[src/rtl/cnn_seq_pkg.sv]
// Shared types and constants for the CNN frame sequencer.
//   seq_state_e      : sequencer FSM states
//   seq_result_t     : captured per-job result payload
//   IMG_PIXELS_DEF   : default pixels per image (28x28)
//   TIMEOUT_DECISION : decision code reported when the chip never answers
package cnn_seq_pkg;

  localparam int unsigned IMG_PIXELS_DEF   = 784;
  localparam logic [3:0]  TIMEOUT_DECISION = 4'hF;

  typedef enum logic [2:0] {
    IDLE,
    CLR,
    STREAM,
    WAIT,
    REPORT
  } seq_state_e;

  typedef struct packed {
    logic [3:0] decision;
    logic [3:0] label;
    logic       hit;
    logic       timeout;
  } seq_result_t;

endpackage

[src/rtl/cnn_frame_sequencer_if.sv]
// Job/result handshake bundle between the host queue and the sequencer.
//   start_* : job offer (valid/ready, image index, expected label)
//   res_*   : result report (valid/ready, decision, label, hit, timeout)
//   master  : host side, slave : sequencer side
interface cnn_frame_sequencer_if #(
  parameter int unsigned IDX_W = 10
);
  logic             start_valid;
  logic             start_ready;
  logic [IDX_W-1:0] start_idx;
  logic [3:0]       start_label;

  logic             res_valid;
  logic             res_ready;
  logic [3:0]       res_decision;
  logic [3:0]       res_label;
  logic             res_hit;
  logic             res_timeout;

  modport master (
    output start_valid, start_idx, start_label, res_ready,
    input  start_ready, res_valid, res_decision, res_label, res_hit, res_timeout
  );

  modport slave (
    input  start_valid, start_idx, start_label, res_ready,
    output start_ready, res_valid, res_decision, res_label, res_hit, res_timeout
  );
endinterface

[src/rtl/cnn_pixel_streamer.sv]
// Address generator plus one-stage read pipeline that moves one image from
// the synchronous pixel memory to the chip, one byte per cycle.
//   start     : one-cycle pulse, begin issuing reads at base
//   base      : first pixel address of the image
//   mem_*     : pixel memory read port (rdata valid the cycle after rd_en)
//   data_out  : registered pixel byte to the chip, holds the last byte
//   done_c    : high in the cycle the last byte is being loaded into data_out
module cnn_pixel_streamer #(
  parameter int unsigned IMG_PIXELS = 784,
  parameter int unsigned ADDR_W     = 20
) (
  input  logic              clk,
  input  logic              rst_n,
  input  logic              start,
  input  logic [ADDR_W-1:0] base,
  output logic              mem_rd_en,
  output logic [ADDR_W-1:0] mem_addr,
  input  logic [7:0]        mem_rdata,
  output logic [7:0]        data_out,
  output logic              done_c
);
  localparam int unsigned PIX_W = $clog2(IMG_PIXELS);

  logic [PIX_W-1:0] pix_q;
  logic             rdata_vld_q;
  logic             rdata_last_q;

  // Read issue and return pipeline
  always_ff @(posedge clk) begin
    if (!rst_n) begin
      mem_rd_en    <= 1'b0;
      mem_addr     <= '0;
      pix_q        <= '0;
      rdata_vld_q  <= 1'b0;
      rdata_last_q <= 1'b0;
      data_out     <= '0;
    end else begin
      rdata_vld_q  <= mem_rd_en;
      rdata_last_q <= mem_rd_en && (pix_q == PIX_W'(IMG_PIXELS - 1));
      if (rdata_vld_q) data_out <= mem_rdata;
      if (start) begin
        mem_rd_en <= 1'b1;
        mem_addr  <= base;
        pix_q     <= '0;
      end else if (mem_rd_en) begin
        if (pix_q == PIX_W'(IMG_PIXELS - 1)) begin
          mem_rd_en <= 1'b0;
        end else begin
          mem_addr <= mem_addr + ADDR_W'(1);
          pix_q    <= pix_q + PIX_W'(1);
        end
      end
    end
  end

  assign done_c = rdata_last_q;

endmodule

[src/rtl/cnn_frame_sequencer.sv]
// Runs the CNN chip over a queue of images: accept job, pulse the chip reset,
// stream the image, wait for a decision (or time out), report and count.
//   clk, rst_n      : clock, synchronous active-low reset
//   bus (slave)     : job offer and result report handshakes
//   mem_*           : pixel memory read port
//   cnn_*           : chip reset, pixel data, decision strobe/value
//   hit_count       : saturating hit total, img_count : saturating job total
//   busy            : sequencer not idle
// Optional build macro CNN_SEQ_LATENCY_EN adds lat_max: longest decision wait
// (WAIT cycles) over non-timeout jobs.
module cnn_frame_sequencer
  import cnn_seq_pkg::*;
#(
  parameter int unsigned IMG_PIXELS = IMG_PIXELS_DEF,
  parameter int unsigned IDX_W      = 10,
  parameter int unsigned ADDR_W     = 20,
  parameter int unsigned CNT_W      = 10,
  parameter int unsigned RST_CYCLES = 2,
  parameter int unsigned TIMEOUT    = 4095
) (
  input  logic                  clk,
  input  logic                  rst_n,
  cnn_frame_sequencer_if.slave  bus,
  output logic                  mem_rd_en,
  output logic [ADDR_W-1:0]     mem_addr,
  input  logic [7:0]            mem_rdata,
  output logic                  cnn_rst_n,
  output logic [7:0]            cnn_data_in,
  input  logic                  cnn_valid_out,
  input  logic [3:0]            cnn_decision,
  output logic [CNT_W-1:0]      hit_count,
  output logic [CNT_W-1:0]      img_count,
  output logic                  busy
`ifdef CNN_SEQ_LATENCY_EN
  ,
  output logic [12:0]           lat_max
`endif
);
  localparam int unsigned TMR_W = 13;
  localparam int unsigned CLR_W = (RST_CYCLES > 1) ? $clog2(RST_CYCLES) : 1;

  seq_state_e        state_q, state_d;
  logic [3:0]        label_q, label_d;
  logic [ADDR_W-1:0] base_q, base_d;
  logic [CLR_W-1:0]  clr_cnt_q, clr_cnt_d;
  logic [TMR_W-1:0]  timer_q, timer_d;
  seq_result_t       res_q, res_d;
  logic              res_valid_q, res_valid_d;
  logic [CNT_W-1:0]  hit_q, hit_d;
  logic [CNT_W-1:0]  img_q, img_d;
  logic              cnn_rst_n_q;
  logic              busy_q;
  logic              stream_start_c;
  logic              stream_done_c;
`ifdef CNN_SEQ_LATENCY_EN
  logic [12:0]       lat_q, lat_d;
`endif

  assign stream_start_c = (state_q == CLR) && (clr_cnt_q == CLR_W'(RST_CYCLES - 1));

  cnn_pixel_streamer #(
    .IMG_PIXELS (IMG_PIXELS),
    .ADDR_W     (ADDR_W)
  ) u_streamer (
    .clk       (clk),
    .rst_n     (rst_n),
    .start     (stream_start_c),
    .base      (base_q),
    .mem_rd_en (mem_rd_en),
    .mem_addr  (mem_addr),
    .mem_rdata (mem_rdata),
    .data_out  (cnn_data_in),
    .done_c    (stream_done_c)
  );

  // Next-state and next-output logic
  always_comb begin
    state_d     = state_q;
    label_d     = label_q;
    base_d      = base_q;
    clr_cnt_d   = clr_cnt_q;
    timer_d     = timer_q;
    res_d       = res_q;
    res_valid_d = res_valid_q;
    hit_d       = hit_q;
    img_d       = img_q;
`ifdef CNN_SEQ_LATENCY_EN
    lat_d       = lat_q;
`endif
    unique case (state_q)
      IDLE: begin
        if (bus.start_valid) begin
          label_d   = bus.start_label;
          base_d    = ADDR_W'(bus.start_idx) * ADDR_W'(IMG_PIXELS);
          clr_cnt_d = '0;
          state_d   = CLR;
        end
      end
      CLR: begin
        if (stream_start_c) state_d = STREAM;
        else                clr_cnt_d = clr_cnt_q + CLR_W'(1);
      end
      STREAM: begin
        // Decision strobes here are left over from the previous frame.
        if (stream_done_c) begin
          timer_d = '0;
          state_d = WAIT;
        end
      end
      WAIT: begin
        timer_d = timer_q + TMR_W'(1);
        // A strobe on the expiry cycle wins over the timeout.
        if (cnn_valid_out) begin
          res_d.decision = cnn_decision;
          res_d.label    = label_q;
          res_d.hit      = (cnn_decision == label_q);
          res_d.timeout  = 1'b0;
          res_valid_d    = 1'b1;
          state_d        = REPORT;
`ifdef CNN_SEQ_LATENCY_EN
          if (13'(timer_q + TMR_W'(1)) > lat_q) lat_d = 13'(timer_q + TMR_W'(1));
`endif
        end else if (timer_q == TMR_W'(TIMEOUT - 1)) begin
          res_d.decision = TIMEOUT_DECISION;
          res_d.label    = label_q;
          res_d.hit      = 1'b0;
          res_d.timeout  = 1'b1;
          res_valid_d    = 1'b1;
          state_d        = REPORT;
        end
      end
      REPORT: begin
        if (bus.res_ready) begin
          res_valid_d = 1'b0;
          if (!(&img_q))              img_d = img_q + CNT_W'(1);
          if (res_q.hit && !(&hit_q)) hit_d = hit_q + CNT_W'(1);
          state_d = IDLE;
        end
      end
      default: state_d = IDLE;
    endcase
  end

  // State and registered outputs
  always_ff @(posedge clk) begin
    if (!rst_n) begin
      state_q     <= IDLE;
      label_q     <= '0;
      base_q      <= '0;
      clr_cnt_q   <= '0;
      timer_q     <= '0;
      res_q       <= '0;
      res_valid_q <= 1'b0;
      hit_q       <= '0;
      img_q       <= '0;
      cnn_rst_n_q <= 1'b0;
      busy_q      <= 1'b0;
`ifdef CNN_SEQ_LATENCY_EN
      lat_q       <= '0;
`endif
    end else begin
      state_q     <= state_d;
      label_q     <= label_d;
      base_q      <= base_d;
      clr_cnt_q   <= clr_cnt_d;
      timer_q     <= timer_d;
      res_q       <= res_d;
      res_valid_q <= res_valid_d;
      hit_q       <= hit_d;
      img_q       <= img_d;
      cnn_rst_n_q <= (state_d != CLR);
      busy_q      <= (state_d != IDLE);
`ifdef CNN_SEQ_LATENCY_EN
      lat_q       <= lat_d;
`endif
    end
  end

  assign bus.start_ready  = (state_q == IDLE);
  assign bus.res_valid    = res_valid_q;
  assign bus.res_decision = res_q.decision;
  assign bus.res_label    = res_q.label;
  assign bus.res_hit      = res_q.hit;
  assign bus.res_timeout  = res_q.timeout;
  assign cnn_rst_n        = cnn_rst_n_q;
  assign hit_count        = hit_q;
  assign img_count        = img_q;
  assign busy             = busy_q;
`ifdef CNN_SEQ_LATENCY_EN
  assign lat_max          = lat_q;
`endif

endmodule

[src/flat_wrapper.sv]
// flat-port wrapper written by rule: the top's interface ports become plain ports
module cnn_frame_sequencer_flat import cnn_seq_pkg::*;
#(
  parameter int unsigned IMG_PIXELS = IMG_PIXELS_DEF,
  parameter int unsigned IDX_W      = 10,
  parameter int unsigned ADDR_W     = 20,
  parameter int unsigned CNT_W      = 10,
  parameter int unsigned RST_CYCLES = 2,
  parameter int unsigned TIMEOUT    = 4095
)
  (clk, rst_n, mem_rd_en, mem_addr, mem_rdata, cnn_rst_n, cnn_data_in, cnn_valid_out, cnn_decision, hit_count, img_count, busy, bus_start_valid, bus_start_idx, bus_start_label, bus_res_ready, bus_start_ready, bus_res_valid, bus_res_decision, bus_res_label, bus_res_hit, bus_res_timeout);
  cnn_frame_sequencer_if #(.IDX_W(IDX_W)) bus_i ();
  input  logic clk;
  input  logic rst_n;
  output logic mem_rd_en;
  output logic [ADDR_W-1:0] mem_addr;
  input  logic [7:0] mem_rdata;
  output logic cnn_rst_n;
  output logic [7:0] cnn_data_in;
  input  logic cnn_valid_out;
  input  logic [3:0] cnn_decision;
  output logic [CNT_W-1:0] hit_count;
  output logic [CNT_W-1:0] img_count;
  output logic busy;
  input wire logic [$bits(bus_i.start_valid)-1:0] bus_start_valid;
  input wire logic [$bits(bus_i.start_idx)-1:0] bus_start_idx;
  input wire logic [$bits(bus_i.start_label)-1:0] bus_start_label;
  input wire logic [$bits(bus_i.res_ready)-1:0] bus_res_ready;
  output wire logic [$bits(bus_i.start_ready)-1:0] bus_start_ready;
  output wire logic [$bits(bus_i.res_valid)-1:0] bus_res_valid;
  output wire logic [$bits(bus_i.res_decision)-1:0] bus_res_decision;
  output wire logic [$bits(bus_i.res_label)-1:0] bus_res_label;
  output wire logic [$bits(bus_i.res_hit)-1:0] bus_res_hit;
  output wire logic [$bits(bus_i.res_timeout)-1:0] bus_res_timeout;
  assign bus_i.start_valid = bus_start_valid;
  assign bus_i.start_idx = bus_start_idx;
  assign bus_i.start_label = bus_start_label;
  assign bus_i.res_ready = bus_res_ready;
  assign bus_start_ready = bus_i.start_ready;
  assign bus_res_valid = bus_i.res_valid;
  assign bus_res_decision = bus_i.res_decision;
  assign bus_res_label = bus_i.res_label;
  assign bus_res_hit = bus_i.res_hit;
  assign bus_res_timeout = bus_i.res_timeout;
  cnn_frame_sequencer #(.IMG_PIXELS(IMG_PIXELS), .IDX_W(IDX_W), .ADDR_W(ADDR_W), .CNT_W(CNT_W), .RST_CYCLES(RST_CYCLES), .TIMEOUT(TIMEOUT)) u_core (.clk(clk), .rst_n(rst_n), .bus(bus_i), .mem_rd_en(mem_rd_en), .mem_addr(mem_addr), .mem_rdata(mem_rdata), .cnn_rst_n(cnn_rst_n), .cnn_data_in(cnn_data_in), .cnn_valid_out(cnn_valid_out), .cnn_decision(cnn_decision), .hit_count(hit_count), .img_count(img_count), .busy(busy));
endmodule
[config.mk]
export PLATFORM = sky130hd
export DESIGN_NAME = cnn_frame_sequencer_flat
export DESIGN_NICKNAME = d
export VERILOG_FILES = /design/src/rtl/cnn_seq_pkg.sv /design/src/rtl/cnn_frame_sequencer_if.sv /design/src/rtl/cnn_pixel_streamer.sv /design/src/rtl/cnn_frame_sequencer.sv /design/src/flat_wrapper.sv
export SDC_FILE = /design/constraint.sdc
export NUM_CORES = 1
export LEC_CHECK = 0
export ABC_AREA = 1
export CORE_MARGIN = 3
export CORE_UTILIZATION = 55
export CTS_CLUSTER_SIZE = 25
export DETAILED_ROUTE_END_ITERATION = 10
export GPL_TIMING_DRIVEN = 0
export HOLD_SLACK_MARGIN = 0.1
export MAX_ROUTING_LAYER = met4
export PLACE_DENSITY = 0.87
export RECOVER_POWER = 25
export REMOVE_ABC_BUFFERS = 1
export SETUP_SLACK_MARGIN = 0.5
export SYNTH_ARGS = -nofsm -noshare
export SYNTH_HDL_FRONTEND = slang
export SYNTH_SLANG_ARGS = --single-unit
[constraint.sdc]
create_clock -name clk -period 4.15 [get_ports clk]
set_input_delay 1.0375 -clock clk [delete_from_list [all_inputs] [get_ports clk]]
set_output_delay 1.0375 -clock clk [all_outputs]
set_load 0.005 [all_outputs]
==> results of run 1 <==
-- flip-flops by register name (all words and copies together) (netlist names), 3 cells and up --
signal                      cells
u_core.hit_count               10
u_core.state_q                  3
u_core.u_streamer.data_out      8
u_core.u_streamer.mem_addr     20
u_core.u_streamer.pix_q        10
u_core.bus.res_label            4
u_core.base_q                  16
u_core.timer_q                 13
u_core.bus.res_decision         4
u_core.img_count               10
u_core.label_q                  4
-- power groups by stage --
| stage | clock, W | combinational (W) | sequential (W) |
|---|---|---|---|
| after CTS | 0.000919 | 0.000369 | 0.00112 |
| after floorplan | 0 | 0.000243 | 0.00114 |
| final | 0.000904 | 0.000370 | 0.00112 |
| after detailed placement | 0 | 0.000364 | 0.00115 |
| after global placement | 0 | 0.000355 | 0.00114 |
| after global routing | 0.000964 | 0.000428 | 0.00113 |
-- cell type report --
class / instances / area (um2)
multi-input cells: 663 / 3520
fillers: 938 / 3380
flip-flops and latches: 111 / 2220
repair buffers: 94 / 947
inverters: 125 / 469
clock buffers: 9 / 225
well taps: 140 / 175
clock inverters: 7 / 88.8
-- final timing paths --
kind,from,end,slack [ns]
max,bus_start_idx[1],u_core.base_q[18]$_SDFFE_PN0P_,0.63
min,u_core.bus.res_decision[3]$_SDFFE_PN0P_,u_core.bus.res_decision[3]$_SDFFE_PN0P_,0.45
max reg2reg,u_core.state_q[0]$_SDFF_PN0_,u_core.base_q[16]$_SDFFE_PN0P_,1.91
min reg2reg,u_core.bus.res_decision[3]$_SDFFE_PN0P_,u_core.bus.res_decision[3]$_SDFFE_PN0P_,0.45
-- per-layer routing --
metal	global-route usage (%)	vias to the layer above	routed length, um
met5	-	-	0
met4	6.17	0	220
met3	5.56	22	718
met2	39.1	144	7040
met1	28.8	2717	6500
li1	-	3127	-
-- cell families after synthesis --
kind of cell | Yosys count | share of synthesized area [%]
compound gates | 149 | 12.3
xor+xnor | 27 | 3.74
fa+ha+maj | 45 | 9.49
buf+inv | 148 | 9.62
flops | 111 | 35.1
simple gates | 442 | 29.7
-- worst reg2reg max path: stages (launching register included) --
cell and delay, ns:
dfxtp_1 0.42, inv_2 0.06, nand2_1 0.08, nor2_1 0.07, nand2_1 0.69, inv_1 0.44, o21a_1 0.28, nand2_1 0.06
inv_1 0.03
-- cells in the final DEF (no fill, tap or decap), types with 3 or more instances in the layout --
cell             count
a21oi_1             85
inv_2                4
xnor2_1              7
nand4_1             18
nand3_1             45
a31oi_1              6
or2_2                7
nor2_1             107
nand3_2              4
xor2_1              20
inv_8                3
fa_1                 4
clkbuf_16            9
dfxtp_1            111
inv_1              121
o21ai_0             46
ha_1                38
clkdlybuf4s50_1     91
nand2_1            233
nor3_1              15
-- metrics by stage --
stage	cells	hold WS (ns)	power [W]	setup TNS, ns
final	1149	0.452	0.00239	0
after global routing	1149	0.482	0.00252	0
after CTS	1149	0.452	0.00241	0
after detailed placement	1133	0.444	0.00151	0
after global placement	1132	0.439	0.00150	-5.60
after floorplan	899	0.424	0.00138	0
==> impl_summary.md, run 1 <==
Setup path
The required time of the critical path is approximately 4.4 ns. The signal on the critical path passes through clkdlybuf4s50_1 -> ha_4 -> fa_1 -> ha_1 -> ha_1 -> fa_2 -> nand3_1 -> nand2_1 -> nand2_1 -> nand2_1 -> nand2_1 -> nand3_1 -> nand2_1 -> inv_1. STA puts the critical path data arrival time at 3.77 ns.

The critical path in this run is classified as in2reg. The logic depth of the worst register-to-register path is 8. The cell with the largest stage delay on the worst path is clkdlybuf4s50_1.

The critical path runs through a total of 14 cells. The total buffers and inverters traversed by the critical path is 2. The largest incremental delay on the critical path is about 0.56 ns. STA classifies the critical path startpoint as a primary input. The maximum net fanout on the critical path is 3. Counting stages on the worst path, the most repeated cell is nand2_1. In this design, the largest share of critical-path delay is due to adder cells. The worst setup path is captured at a register.

Global routing
The leftover overflow at the end of global routing is 0. The first global-routing pass estimated 24600 um of wire. The pin count of the biggest net entering global routing is 53. The global routing usage summed across all routing layers is 23.5%. The via count of the first global-routing pass is ~5500.

The number of antenna violations at the first check in global routing is 0.

Synth
The number of register bits inferred by synthesis is around 110. In this run the biggest area consumer among cell types represents 35.1% of the synthesized area. The dominant register cell in the synthesized netlist is dfxtp_1. After synthesis the cells add up to 6330 um2.

The fraction of the yosys area taken by sequential cells is 35.1%. In the post-synthesis netlist, the biggest area contributors are dfxtp_1, nand2_1, ha_1. Counting every instance in the synthesized netlist gives 922.

The number of synthesis warnings is 0. The count of different cell masters after synthesis is 40. The cell with the most instances after synthesis is nand2_1. Of all cell types, the one taking the most synthesized area is dfxtp_1. By count the netlist is led by nand2_1, inv_1, dfxtp_1.

The synthesized area per cell is 6.87 um2. The proportion of synthesized flip-flops having asynchronous set or reset is 0%. The number of flops mapped to enable cells by yosys is 0.

Route
In the final routed layout, each cell accounts on average for about 13 um. In the routed layout, each cell is associated on average with a via count of 5.23. Across all layers, the routed design uses 6010 vias. Wires add up to 14500 um. The total iterations of the first detailed-routing run is 7. In this run the remaining antenna-violating nets after routing total 0. After detailed routing, the number of remaining DRC violations is 0. The first routing iteration left 455 violations.

STA
The total setup violations reported at the end of the flow is 0. After layout, the minimum clock period comes to 3.52 ns. The final hold violation count is 0. Derived from the worst setup path, the maximum achievable clock frequency is 0.284 GHz.

The final max-slew violation count is 42. The transition time of the tightest slew-check pin is approximately 1.7 ns. The fraction of the cycle the final worst path needs is 84.7%.

Headroom to the max-slew limit came out at -10.8%. The worst-case setup margin in the final layout is 0.634 ns. Setup repair after global routing could not meet its margin everywhere. The post-route clock skew is 0.00470 ns.

Clocking
The later pin in the worst-skew pair is clocked with a latency of 0.35 ns. After clock tree synthesis, the flow added hold-fix buffers numbering 0. The number of buffers inserted by post-CTS setup repair is 0.

Once the clock tree was built, the resizer swapped 0 gates to a different size. The root buffer cell is clkbuf_16. The count of H-tree levels built during CTS is 3. The clock tree from TritonCTS is done. The total number of clock tree sinks is 111. The clock-pin slew of the registers on the worst-case setup and hold paths is 0.07 ns.

The TritonCTS buffer count is 9. In this run the deepest clock path goes through 2 buffers.

Die
The starting density of the core is 57.4%. The die area is 12800 um2. The die is 113 um tall. The top-level port count is 94. The number of cell rows is 38. The width of the die is 113 um. The placeable core region is around 11000 um2.

Hold path
The worst hold-check path type is reg2reg. The hold path depth is 2.

Placed design
The post-detailed-placement half-perimeter wirelength is approximately 11000 um. The port buffer count is 93. At the end of routability-driven placement, the weighted congestion stood at 0.907. The worst setup slack after placement is approximately 0.15 ns. The instance area at placement is 7320 um2.

Power and ir drop
The fraction of power consumed by the clock network is 37.8%. The largest voltage drop on the vdd net is 331 uV. The internal power is 0.00174 W. Sequential cells burn between 40% and 50% of the power. The fraction of power spent switching nets is 27.3%. The cell leakage power is 3.15 nW. The share of total power in combinational logic is around 16%. The net switching power figure is between 0.0006 and 0.0007 W. Power spread over the standard cell area amounts to 313 nW/um2.

Run status
The flow ran to the end, but the final reports show violations. The checks that failed: capacitance limit, slew limit.

Finish
After the last flow step, the layout net total stands at approximately 1100. From synthesis to final layout, the design area changed by 20.8%. The share of final-layout standard cells stronger than drive strength 1 is 4.36%. The utilization after layout is 69.4%. The number of antenna cells inserted is 0.

The finished cells cover approximately 7600 um2.

Run
Max-cap violations in this run came to 1.
Power figures use the tool's default switching activity.
==> run 2, diff against run 1 <==
Clock period 4.15 ns to 3.5 ns, I/O delays scaled along.
==> impl_summary.md, run 2 (synthesized netlist as in run 1, its figures left out) <==
Setup path
The slowest stage of the critical path is the fa_2 cell. The critical path capture point type is a register. The total buffers and inverters traversed by the critical path is 2. Broken down by cell family, the worst path's largest delay share belongs to adder cells. The maximum net fanout on the critical path is 5. The largest incremental delay on the critical path is about 0.56 ns.

The startpoint class of the critical path is a primary input. For the worst setup path, the data required time is 3.75 ns. Traced cell by cell, the critical path runs through dlygate4sd2_1 -> ha_1 -> fa_2 -> ha_4 -> ha_4 -> a21oi_2 -> or2_2 -> nand4_1 -> nand3_1 -> nand2_1 -> inv_1. The cell with the most instances on the worst path is ha_4. The endpoint arrival time on the critical path is around 3.2 ns. The path type of the worst setup path is in2reg.

Die
The chip height is 113 um. Once the floorplan was initialized, standard cells occupied 57.4% of the core. The placeable core region is 11000 um2. The top-level port count is 94. The width of the die is 113 um.

The number of cell rows is 38. The die area is 12800 um2.

Run
The number of max-cap violations is 1.

Global routing
The via count of the first global-routing pass is around 5700. The wire length of the first global-routing pass is 25900 um. The number of antenna violations at the first check in global routing is 0.

In the global route stage, overall resource usage came out at 24.9%. The pin count of the biggest net entering global routing is 53. The leftover overflow at the end of global routing is 0.

Route
The wire length per cell after detailed routing is 13.5 um. The total iterations of the first detailed-routing run is 5. The total number of vias is 6137. After detailed routing, the number of remaining DRC violations is 0. The routed design has 15500 um of wire. In this run, the number of DRC markers left after iteration 0 of detailed routing was 505. In the routed layout, each cell is associated on average with a via count of ~5.3. The count of nets left with antenna violations once routing finished came out at 0.

STA
The worst path meets setup with 0.569 ns of slack. The final max-slew violation count is 42. The total setup violations reported at the end of the flow is 0. The final hold violation count is 0. Setup repair after global routing could not meet its margin everywhere. Counting I/O delays and the setup requirement, the final critical path takes 2.93 ns.

The transition time of the tightest slew-check pin is 1.67 ns. The relative slew slack is -11.3%. Between clock sinks in the finished design, the worst skew comes to 0.00501 ns.

The fraction of the cycle the final worst path needs is between 80% and 90%. The maximum clock frequency is ~0.34 GHz.

Clocking
The root buffer cell chosen for the clock tree is clkbuf_16. Hold repair after CTS inserted 0 buffers. TritonCTS built the clock tree. After clock tree synthesis, the clock-pin slew on the worst setup and hold paths is about 0.08 ns. The clock passes through at most 2 buffers. The total number of clock tree sinks is 111.

The TritonCTS buffer count is 9. The count of H-tree levels built during CTS is 3. Clock latency on the worst-skew pair, taken at its later pin, is 0.35 ns.

Placed design
Detailed placement finished with a half-perimeter wire length of 10600 um. At the end of routability-driven placement, the weighted congestion stood at 0.907. OpenSTA, run right after detailed placement, puts the worst setup slack at -0.339 ns.

The port buffer count is 93.

Finish
In the layout the commonest cells are nand2_1, inv_1, dfxtp_1, nor2_1, clkdlybuf4s50_1. The most common cell after layout, fill and taps aside is nand2_1. The register with the most flip-flops in the layout has 20 of them. Cells fill 71.0% of the core in the end. The final-layout fill cell count is 916.

In the final layout, the registers with the most flip-flops are u_core.u_streamer.mem_addr (20), u_core.base_q (16), u_core.timer_q (13). The number of antenna cells inserted is 0. At the end of the flow, the number of nets in the layout was 1082. The area growth from synthesis to layout is 23.7%. The register containing the most flip-flops in the final layout is u_core.u_streamer.mem_addr. In the final layout, the share of cells above drive strength 1 is 7.42%.

Power and ir drop
The power density relative to cell area is roughly 380 nW/um2. The largest voltage drop on the vdd net is 394 uV. For this design the static power due to leakage is 3.15 nW.

Hold path
The worst hold-check path type is reg2reg.

Run status
The final reports fail on capacitance limit, slew limit. The flow ran to the end, but the final reports show violations.
==> run 2: path summary, 6_finish.rpt <==
| check | startpoint | slack, ns | endpoint | cells past startpoint |
|---|---|---|---|---|
| worst max-delay path | bus_start_idx[5] | 0.57 | u_core.base_q[16]$_SDFFE_PN0P_ | 11 |
| worst min-delay path | u_core.bus.res_decision[3]$_SDFFE_PN0P_ | 0.45 | u_core.bus.res_decision[3]$_SDFFE_PN0P_ | 2 |
| worst max register to register | u_core.state_q[0]$_SDFF_PN0_ | 1.22 | u_core.base_q[17]$_SDFFE_PN0P_ | 8 |
| worst min register to register | u_core.bus.res_decision[3]$_SDFFE_PN0P_ | 0.45 | u_core.bus.res_decision[3]$_SDFFE_PN0P_ | 2 |
==> run 2: per-stage QoR <==
step	instance area [um2]	power [W]	instances	setup TNS, ns	hold WS, ns
floorplan	6190	0.00164	899	0	0.424
global placement	7300	0.00178	1132	-33.80	0.439
detailed placement	7320	0.00179	1133	-1.97	0.444
CTS	7800	0.00294	1150	0	0.452
global route	7830	0.00312	1151	0	0.482
finish	7830	0.00299	1151	0	0.452
==> run 2: area by class of cell <==
| class | count | area (um2) | area share (%) |
|---|---|---|---|
| clock buffers | 9 | 225 | 2.88 |
| clock inverters | 7 | 88.8 | 1.13 |
| inverters | 125 | 469 | 5.99 |
| multi-input cells | 663 | 3720 | 47.5 |
| flip-flops and latches | 111 | 2220 | 28.4 |
| well taps | 140 | 175 | 2.24 |
| repair buffers | 96 | 932 | 11.9 |
==> run 2: layer usage <==
layer | vias to the layer above | part of all wire, % | wire, um | GRT usage (%)
met5 | - | 0 | 0 | -
met4 | 0 | 2.9 | 442 | 9.94
met3 | 47 | 4.5 | 701 | 4.33
met2 | 176 | 49 | 7600 | 40.9
met1 | 2779 | 44 | 6770 | 30.4
li1 | 3135 | - | - | -
==> run 2: power breakdown <==
group | internal [W] | switching, W | leakage (nW)
clock | 0.000575 | 0.000499 | 0.152
sequential | 0.00130 | 0.0000254 | 0.900
combinational | 0.000265 | 0.000326 | 2.10
total | 0.00214 | 0.000851 | 3.15
==> run 2: repair_timing <==
| action | 4_1_cts | 5_1_grt |
|---|---|---|
| pin swaps | 6 | 7 |
| setup endpoints to repair | 9 | 8 |
| gates resized for setup | 30 | 21 |
| buffers inserted | 1 | 1 |
==> run 2: worst reg2reg max path, stage by stage, from the launching register on <==
cell and delay [ns]:
dfxtp_1 0.36, inv_2 0.07, nand2_1 0.06, nor2_1 0.19, nand2_1 0.58, inv_1 0.58
nand2_1 0.11, o21ai_0 0.16, inv_1 0.06
==> run 3, diff against run 2 <==
Clock period 3.5 ns to 2.7 ns, I/O delays scaled along.
==> impl_summary.md, run 3 (synthesized netlist as in run 1, its figures left out) <==
Run status
The flow ran to the end, and the final reports show no timing, DRC or antenna violations.

STA
Setup repair after global routing could not meet its margin everywhere. After routing, the total negative slack on setup checks comes to 0 ns. The final hold slack is 0.452 ns. The time the worst path needs with I/O delays and setup is 2.60 ns. Across the routed clock network, the largest skew measured is between 0.007 and 0.008 ns. Of the available clock period, the critical path in the final layout requires 96.2%.

The final max-slew violation count was 0. The final hold violation count is 0. Static timing analysis puts the maximum clock frequency at 0.385 GHz. The transition time of the tightest slew-check pin is between 1 and 1.5 ns. Measured against its own limit, the worst slew margin works out to roughly a third. Setup violations remaining at the end of the flow were counted as 0.

Finish
The largest registers in the layout are u_core.u_streamer.mem_addr (20), u_core.base_q (16), u_core.timer_q (13). The flip-flop count of the largest register after layout is 20. At the end of the flow, the number of nets in the layout was 1086. The number of standard cells in the final layout excluding fillers is 1155.

The final-layout fill cell count is 848. The multi-input gate area in the final layout is 3910 um2. The number of antenna diodes in the final layout is 0. The register containing the most flip-flops in the final layout is u_core.u_streamer.mem_addr. Leaving out fill and tap cells, the most frequent cell in the layout is nand2_1. The area added between synthesis and finish is 27.4%. Summing all flip-flop and latch instances after layout gives 2220 um2. For this run, the share of the core covered by cells in the final layout is 73.1%. The share of final-layout standard cells stronger than drive strength 1 is roughly a tenth. The top cell types in the final layout, fill and taps aside, are nand2_1, inv_1, dfxtp_1, nor2_1, a21oi_1.

Global routing
The first global-routing pass estimated 27100 um of wire. Global routing consumed, on the met2 layer, 43.7% of the routing resources. The fraction of met3 tracks used by global routing is ~5.2%. Global routing used a little over a quarter of the available tracks.

The number of antenna violations at the first check in global routing is 0. The via count of the first global-routing pass is between 5000 and 6000. After global routing the overflow that remains totals 0. The busiest layer in global routing is met2. The met1 global-route usage is a little under a third. The pin count of the biggest net entering global routing is 53.

Clocking
The total number of clock tree sinks is approximately 110. The root buffer cell chosen for the clock tree is clkbuf_16. TritonCTS built the clock tree. The clock passes through at most 2 buffers. For this design, the CTS-stage hold fixing added 0 buffers.

After clock tree synthesis, the clock-pin slew on the worst setup and hold paths is approximately 0.08 ns. The H-tree was split into 3 levels. The TritonCTS buffer count is 9. The later pin in the worst-skew pair is clocked with a latency of around 0.35 ns.

Power and ir drop
For this design the ratio of total power to cell area is 496 nW/um2. The share of total power in sequential cells is 43.1%. The cell leakage power is about 3.2 nW. Cell internal power was estimated by the tool at 0.00284 W. The fraction of power consumed by the clock network is a little over a third.

The fraction of power spent switching nets is 29.1%. The share of total power dissipated in combinational logic is 21.9%. The net switching power figure is 0.00116 W. The largest voltage drop on the vdd net is 503 uV.

Hold path
The startpoint of the most critical hold path is u_core.bus.res_decision[3]$_SDFFE_PN0P_. The worst hold-check path type is reg2reg. The hold path depth is 2.

Route
After detailed routing, the average wire length per cell comes to 14.2 um. For this block, the routed nets add up to 16400 um of wire. After the first detailed-routing iteration, the DRC count stood at 446. In the routed layout, each cell is associated on average with a via count of between 5 and 6.

The residual antenna-violating net count after detailed routing is 0. The total iterations of the first detailed-routing run is 7. The detailed-route DRC error count is 0. The total number of vias is 6199.

Die
The starting density of the core is 57.4%. In this run the core area contains 38 standard-cell rows. 94 I/O pins were placed.

The die covers 12800 um2. After floorplanning, the core was sized to cover 11000 um2. The chip height is 113 um.

The width of the die is 113 um.

Setup path
The startpoint of the worst-slack reg-to-reg timing path is u_core.u_streamer.pix_q[0]$_SDFFE_PP0P_. The logic depth of the worst register-to-register path is 8. The startpoint class of the critical path is a primary input. The worst setup path is captured at a register. The required time of the critical path is 2.96 ns.

The critical path in this run is classified as in2reg. The endpoint arrival time on the critical path is 2.86 ns. The first element of the critical path is bus_start_idx[4].

The setup slack of the most critical reg-to-reg path is around 0.56 ns. The maximum net fanout on the critical path is 6.

Run
The number of max-cap violations is 0.

Placed design
The post-placement cell count is 1133. Detailed placement finished with a half-perimeter wire length of 10600 um. The port buffer count is 93. The weighted congestion reported at the end of routability-driven placement is 0.907.
==> run 3: worst paths after layout <==
path                                                                 to
worst max-delay path                     u_core.base_q[19]$_SDFFE_PN0P_
worst min-delay path            u_core.bus.res_decision[3]$_SDFFE_PN0P_
worst max register to register  u_core.u_streamer.pix_q[6]$_SDFFE_PP0P_
worst min register to register  u_core.bus.res_decision[3]$_SDFFE_PN0P_
==> run 3: critical path, cell delays in order <==
cell and delay, ns:
buf_8 0.11, ha_4 0.26, inv_2 0.04, fa_1 0.50, inv_2 0.05, ha_4 0.27, ha_4 0.22, nand2_2 0.11
nand2_1 0.08, nand2_1 0.07, nand2_1 0.06, nand2_2 0.08, nand3_1 0.08, nand2_1 0.07, nand3_1 0.08, nand2_1 0.08
inv_1 0.04
==> run 3: area by class of cell <==
class	count	share of cell area, %
multi-input combinational	663	48.4
sequential	111	27.6
timing repair buffer	100	12.1
inverter	125	5.86
clock buffer	9	2.79
tap	140	2.17
clock inverter	7	1.10
==> run 3: timing repair <==
item | 4_1_cts | 5_1_grt
buffers inserted | 6 | 0
resized for setup | 94 | 17
pin swaps | 31 | 9
gates cloned | 0 | 0
setup endpoints to repair | 92 | 10
==> run 3: routing by layer <==
layer / vias to the layer above / share of wire, %
met5: - / 0
met4: 0 / 2.9
met3: 45 / 4.5
met2: 181 / 50
met1: 2833 / 43
li1: 3140 / -
==> run 3: metrics by stage <==
step / setup slack (ns) / power, W / cell area, um2
finish: 0.103 / 0.00400 / 8070
global route: -0.0291 / 0.00417 / 8070
CTS: 0.138 / 0.00391 / 8030
detailed placement: -0.939 / 0.00232 / 7320
global placement: -1.32 / 0.00230 / 7300
floorplan: -0.251 / 0.00213 / 6190
==> run 3: power by group through the flow <==
stage | clock [W] | combinational (W) | sequential, W
after floorplan | 0 | 0.000374 | 0.00175
after global routing | 0.00149 | 0.000950 | 0.00173
after global placement | 0 | 0.000545 | 0.00176
after detailed placement | 0 | 0.000560 | 0.00176
final | 0.00140 | 0.000875 | 0.00172
after CTS | 0.00141 | 0.000772 | 0.00172
